$ cat config.mk
export PLATFORM = sky130hd
export DESIGN_NAME = sound_event_sched
export DESIGN_NICKNAME = d
export VERILOG_FILES = /design/src/rtl/sound_event_sched.sv
export SDC_FILE = /design/constraint.sdc
export NUM_CORES = 1
export LEC_CHECK = 0
export ABC_AREA = 1
export ABC_CLOCK_PERIOD_IN_PS = 2200
export BUFFER_PORTS_ARGS = -buffer_cell sky130_fd_sc_hd__buf_2
export CORE_UTILIZATION = 60
export DETAILED_ROUTE_END_ITERATION = 12
export GPL_TIMING_DRIVEN = 0
export HOLD_SLACK_MARGIN = 0.12
export PLACE_DENSITY = 0.78
export REMOVE_ABC_BUFFERS = 1
export SKIP_CTS_REPAIR_TIMING = 1
export SLEW_MARGIN = 30
export SYNTH_ARGS = -nofsm -noshare
export SYNTH_HDL_FRONTEND = slang
export SYNTH_SLANG_ARGS = --single-unit
$ cat constraint.sdc
create_clock -name clk -period 2.2 [get_ports clk]
set_clock_uncertainty 0.15 [all_clocks]
set_input_delay 0 -clock clk [delete_from_list [all_inputs] [get_ports clk]]
set_output_delay 0 -clock clk [all_outputs]
set_load 0.02 [all_outputs]
$ cat src/rtl/sound_event_sched.sv
// Sound-event scheduler: latches game sound requests, arbitrates by fixed priority
// and sequences the buzzer player through load / play / reset-gap phases.
module sound_event_sched #(
   parameter int unsigned GAP_CYCLES     = 1000,
   parameter int unsigned TIMEOUT_CYCLES = 500_000_000
) (
   input  logic       clk,
   input  logic       rst,
   input  logic [3:0] ev_req,
   input  logic       mute,
   input  logic       song_end,
   output logic [1:0] music_select,
   output logic       music_start,
   output logic       busy,
   output logic [1:0] cur_song,
   output logic       done_irq,
   output logic       abort_irq
);

   localparam int unsigned GAP_W = 16;
   localparam int unsigned WD_W  = 32;
   localparam logic [GAP_W-1:0] GAP_LAST = GAP_W'(GAP_CYCLES - 1);
   localparam logic [WD_W-1:0]  WD_LAST  = WD_W'(TIMEOUT_CYCLES - 1);

   typedef enum logic [1:0] {
      S_IDLE,
      S_LOAD,
      S_PLAY,
      S_GAP
   } state_t;

   state_t           state;
   logic [3:0]       pend;
   logic [GAP_W-1:0] gap_cnt;
   logic [WD_W-1:0]  wd_cnt;

   logic [3:0] pend_eff;
   logic [3:0] pend_nxt;
   logic [3:0] launch_clr;
   logic [3:0] higher_mask;
   logic [1:0] winner;
   logic       preempt;

   // Same-cycle requests count as pending so a launch or preemption reacts immediately.
   always_comb begin
      pend_eff    = pend | ev_req;
      winner      = 2'd0;
      launch_clr  = 4'b0000;
      higher_mask = 4'b0000;

      if (pend[3])      winner = 2'd3;
      else if (pend[2]) winner = 2'd2;
      else if (pend[1]) winner = 2'd1;
      else              winner = 2'd0;

      if (state == S_LOAD) launch_clr = 4'b0001 << winner;

      case (cur_song)
         2'd0:    higher_mask = 4'b1110;
         2'd1:    higher_mask = 4'b1100;
         2'd2:    higher_mask = 4'b1000;
         default: higher_mask = 4'b0000;
      endcase

      preempt  = |(pend_eff & higher_mask);
      // New requests win over a same-cycle clear.
      pend_nxt = (pend & ~(mute ? 4'b1111 : launch_clr)) | ev_req;
   end

   always_ff @(posedge clk) begin
      if (rst) begin
         state        <= S_IDLE;
         pend         <= 4'b0000;
         gap_cnt      <= '0;
         wd_cnt       <= '0;
         music_select <= 2'd0;
         music_start  <= 1'b0;
         busy         <= 1'b0;
         cur_song     <= 2'd0;
         done_irq     <= 1'b0;
         abort_irq    <= 1'b0;
      end else begin
         pend      <= pend_nxt;
         done_irq  <= 1'b0;
         abort_irq <= 1'b0;

         case (state)
            S_IDLE: begin
               if ((pend_eff != 4'b0000) && !mute) begin
                  state <= S_LOAD;
                  busy  <= 1'b1;
               end
            end

            S_LOAD: begin
               music_select <= winner;
               cur_song     <= winner;
               wd_cnt       <= '0;
               music_start  <= 1'b1;
               state        <= S_PLAY;
            end

            S_PLAY: begin
               wd_cnt <= wd_cnt + WD_W'(1);
               // Exit causes are ranked: normal end, mute, preemption, watchdog.
               if (song_end) begin
                  done_irq    <= 1'b1;
                  music_start <= 1'b0;
                  gap_cnt     <= '0;
                  state       <= S_GAP;
               end else if (mute || preempt || (wd_cnt == WD_LAST)) begin
                  abort_irq   <= 1'b1;
                  music_start <= 1'b0;
                  gap_cnt     <= '0;
                  state       <= S_GAP;
               end
            end

            S_GAP: begin
               if (gap_cnt == GAP_LAST) begin
                  state <= S_IDLE;
                  busy  <= 1'b0;
               end else begin
                  gap_cnt <= gap_cnt + GAP_W'(1);
               end
            end

            default: begin
               state <= S_IDLE;
               busy  <= 1'b0;
            end
         endcase
      end
   end

endmodule

* Word-level counts from Yosys, hierarchy flattened
Index checks and enable logic that the tools add are counted.
** Word-level totals
- Register bits after elaboration :: 60
- Input bits :: 8
- Word-level logic and storage cells :: 70
** Cells by class
- Add/sub/neg operators :: 2
- Equality and inequality tests :: 11
- Shift operators :: 1
- Muxes and demuxes :: 24
- Bitwise logic cells :: 6
- Reduce and logical (&&, ||, !) cells :: 17
** Operators by type and width (number)
- $pmux 32 s2 :: 1
- $mux 16 :: 3
- $add 32x1->32 const B :: 1
- $eq 32x29->1 const B :: 1
- $pmux 16 s2 :: 1
- $add 16x1->16 const B :: 1
- $eq 16x10->1 const B :: 1
- $mux 2 :: 6
- $pmux 4 s3 :: 1
- $reduce_and 3->1 :: 3
- $and 4x4->4 :: 2
- $mux 4 :: 2
- $or 4x4->4 :: 2
- $pmux 2 s4 :: 1
- $mux 1 :: 7
- $eq 2x2->1 const B :: 3
- $ne 2x2->1 const B :: 3
- $reduce_bool 2->1 :: 3
- $eq 2x1->1 const B :: 2
- $logic_not 2->1 :: 2
- $not 4->4 :: 1
- $pmux 1 s2 :: 2
- $reduce_bool 4->1 :: 1
- $reduce_or 4->1 :: 1
- other kinds (9) :: 10

* Longest topological paths before layout
- Depth after elaboration :: 9
- Gate-level depth with buffers :: 13

* Worst setup path before layout
No wires, ideal clock.
- Path type :: reg2reg
- Start point :: register state[1]
- End point :: register wd_cnt[26]
- Arrival :: 1677 ps
- Data required time :: 1919 ps
- Setup slack :: 242 ps
- Stages on the path, launching flop included :: 11
- Path buffers :: 1
- Cell sequence :: dfxtp_1 > inv_1 > ha_1 > buf_4 > nand3_1 > nor2_2 > nand3_1 > nor2_2 > nand3_1 > nor3_1 > nor3b_2
** On the way
- Cells in the longest elaborated chain, start to end :: 2
** RTL lines
- from (decl) :: RTL line 32 : state_t state;
- from (signal assigned) :: RTL line 72 : state <= S_IDLE;
- from (signal assigned) :: RTL line 90 : state <= S_LOAD;
- from (signal assigned) :: RTL line 100 : state <= S_PLAY;
- $eq 2x2->1 or $eq 2x1->1 (tied branches) :: RTL line 87 : case (state)
- $pmux 32 s2 or $reduce_bool 2->1 (tied branches)
- to (signal assigned) :: RTL line 104 : wd_cnt <= wd_cnt + WD_W'(1);
- to (decl) :: RTL line 35 : logic [WD_W-1:0] wd_cnt;
Several ways; a longest one is shown, not always the timed one.
A chain may end at the register's enable or synchronous reset.

* Worst setup path after layout
- Start point :: register state[1]
- End point :: register wd_cnt[6]
The elaborated chain is that of the path after synthesis.

==> results.sh <==
export IMPL_vias_per_cell=5.41
export IMPL_finalCritPeriodShare=0.948
export IMPL_cts_inserted_buffers=9
export IMPL_grtUsageTotal=0.260
export IMPL_first_pass_iters=4
export IMPL_cp_data_required_time_ps=2300
export IMPL_io_pins=16
export IMPL_clock_sinks=60
export IMPL_fin_area_mm2=0.00388
export IMPL_grt_pass1_wl_mm=12.3
export IMPL_core_area_mm2=0.00524
export IMPL_initial_core_util=0.637
export IMPL_maxSlewHeadroom=0.641
export IMPL_syn_cell_area_mm2=0.00334
export IMPL_p_leak_nw=1.48
export IMPL_io_buffer_count=15
export IMPL_ys_types=42
export IMPL_dp_hpwl_mm=5.18
export IMPL_die_w_um=76.6
export IMPL_status="finished, final reports clean"
export IMPL_synthAdderAreaFrac=0.0225
export IMPL_holdCritPathClass="in2reg"
export IMPL_grt_pass1_vias=3007
export IMPL_finalHoldViolCount=0
export IMPL_nets=551
export IMPL_start_kind="flip-flop"
export IMPL_dp_cells=578
export IMPL_fin_util=0.741
export IMPL_place_area_mm2=0.00342
export IMPL_synth_top_cell_by_area="dfxtp_1"
export IMPL_synth_compound_area_frac=0.120
export IMPL_place_congestion=0.904
export IMPL_clkTransAtPathRegs_ps=70
export IMPL_instances_no_fill=612
export IMPL_drtIter0Drc=135
export IMPL_power_density_mw_per_mm2=988
export IMPL_avgSynthCellArea_um2=6.61
export IMPL_rsz0062_at_grt="true"
export IMPL_critPathMaxFanout=17
export IMPL_ys_ff_latch=60
export IMPL_antenna_found_initial=0
export IMPL_synth_area_mux_share=0
export IMPL_synthTopCellsByArea="dfxtp_1 36%, nand2_1 13%, nor2_1 8.7%"
export IMPL_synth_xor_area_frac=0.0210
export IMPL_fill_cells=422
export IMPL_ys_seq_area_frac=0.360
export IMPL_yosys_warnings=0
export IMPL_synthToLayoutAreaGrowth_pct=16.2
export IMPL_via_count=3311
export IMPL_post_synth_top_area_fraction=0.360
export IMPL_n_antenna_cell=0
export IMPL_drtAntennaViolNets=0
export IMPL_postSynthCellCount=505
export IMPL_die_area_mm2=0.00587
export IMPL_wire_per_inst_um=12.4
export IMPL_min_period_ps=2090
export IMPL_tns_ps=0
export IMPL_crit_type="reg2reg"
export IMPL_grt_ovfl_total=0
export IMPL_synth_top_family_by_area="simple AND/OR/NAND/NOR gates"
export IMPL_tightest_slew_ps=539
export IMPL_layout_drive_gt1_share=0.124
export IMPL_grt_max_degree=18
export IMPL_worst_setup_path_end_kind="flip-flop"
export IMPL_cp_arrival_ps=2180
export IMPL_cts_buffer_depth=2
export IMPL_insertion_delay_ps=340
export IMPL_die_h_um=76.6
export IMPL_setup_slack_ps=115
export IMPL_place_ws_ps=-351
export IMPL_hold_ws_ps=129
export IMPL_htree_levels=3
export IMPL_finalSetupViolCount=0
export IMPL_fmax_ghz=0.480
export IMPL_cts_tree="built"
export IMPL_power_total_mw=3.83
export IMPL_cts_root_buf="clkbuf_8"
export IMPL_wl_mm=7.61
export IMPL_maxCapViolCount=0
export IMPL_slew_viol_final=0
export IMPL_peakVddDrop_uv=522
export IMPL_num_rows=26
export IMPL_drc=0
export IMPL_synth_simple_gate_area_share=0.381
## state kept, by name, indices dropped and copies added (netlist names)
register     flops
pend             4
state            2
cur_song         2
music_start      1
done_irq         1
busy             1
abort_irq        1
wd_cnt          32
gap_cnt         16
## path summary, 6_finish.rpt
kind                                               start                        to  slack (ps)  depth (start not counted)
worst min register to register  gap_cnt[14]$_SDFFE_PP0P_  gap_cnt[14]$_SDFFE_PP0P_         320                          2
worst max-delay path               state[1]$_SDFFE_PP0P_    wd_cnt[6]$_SDFFE_PP0P_         110                          9
worst max register to register     state[1]$_SDFFE_PP0P_    wd_cnt[6]$_SDFFE_PP0P_         110                          9
worst min-delay path                                 rst   gap_cnt[0]$_SDFFE_PP0P_         130                          4
## critical path, stage by stage (launching register included)
cell and delay, ps:
dfxtp_1 380, inv_1 110, ha_4 290, buf_4 150
inv_1 80, nand2_1 90, nand2_4 220, clkinvlp_4 140
buf_4 180, a221oi_1 200
## cell usage after synthesis, drive strengths merged
library cell and n:
o21ai 23, a31oi 3, nor3 20, nand4 15
o21a 2, clkbuf 3, xor2 6, o21bai 1
o311ai 1, nor3b 3, buf 9, a211oi 2
clkinv 2, nand3 41, dfxtp 60, inv 63
a21oi 34, a21boi 1, nor4 2, o211a 2
nand2 117, nor2 85, o32ai 1, ha 6
xnor2 2, a221oi 1
## cell families (layout without fill, tap and decap cells)
family | count (synthesis) | after routing
AND/OR/NAND/NOR | 283 | 283
buffers and inverters | 77 | 114
AO/OA/AOI/OAI | 71 | 71
flip-flops | 60 | 60
XOR/XNOR | 8 | 8
adder cells (fa/ha/maj) | 6 | 6
## layer usage
metal | routed length [um] | share of wire | track usage | vias to the layer above
li1 | - | - | - | 1717
met1 | 3270 | 0.43 | 0.277 | 1525
met2 | 3990 | 0.52 | 0.482 | 56
met3 | 244 | 0.032 | 0.0802 | 13
met4 | 107 | 0.014 | 0.0865 | 0
met5 | 0 | 0 | 0 | -
## where the power goes
part	switching, mW	internal, mW	total, mW	leakage [nW]
clock network	0.440	0.616	1.06	0.110
logic	0.856	0.524	1.38	0.886
registers	0.150	1.25	1.40	0.487
## final cells by class
class | instances | area [um^2] | area share
clock buffer | 13 | 169 | 0.0435
tap | 70 | 87.6 | 0.0226
sequential | 60 | 1200 | 0.310
inverter | 65 | 248 | 0.0639
timing repair buffer | 33 | 233 | 0.0600
multi-input combinational | 368 | 1900 | 0.489
clock inverter | 3 | 43.8 | 0.0113
## placed cells by master (no fill, tap or decap), types with 12 or more instances in the layout
master / synthesis / layout
nand2_1: 114 / 112
nor2_1: 77 / 77
inv_1: 60 / 59
dfxtp_1: 60 / 59
nand3_1: 41 / 39
a21oi_1: 34 / 34
o21ai_0: 20 / 20
nor3_1: 18 / 18
buf_2: 3 / 15
nand4_1: 13 / 13
clkbuf_8: 0 / 12
No activity file was read; power rests on OpenSTA's default activity.
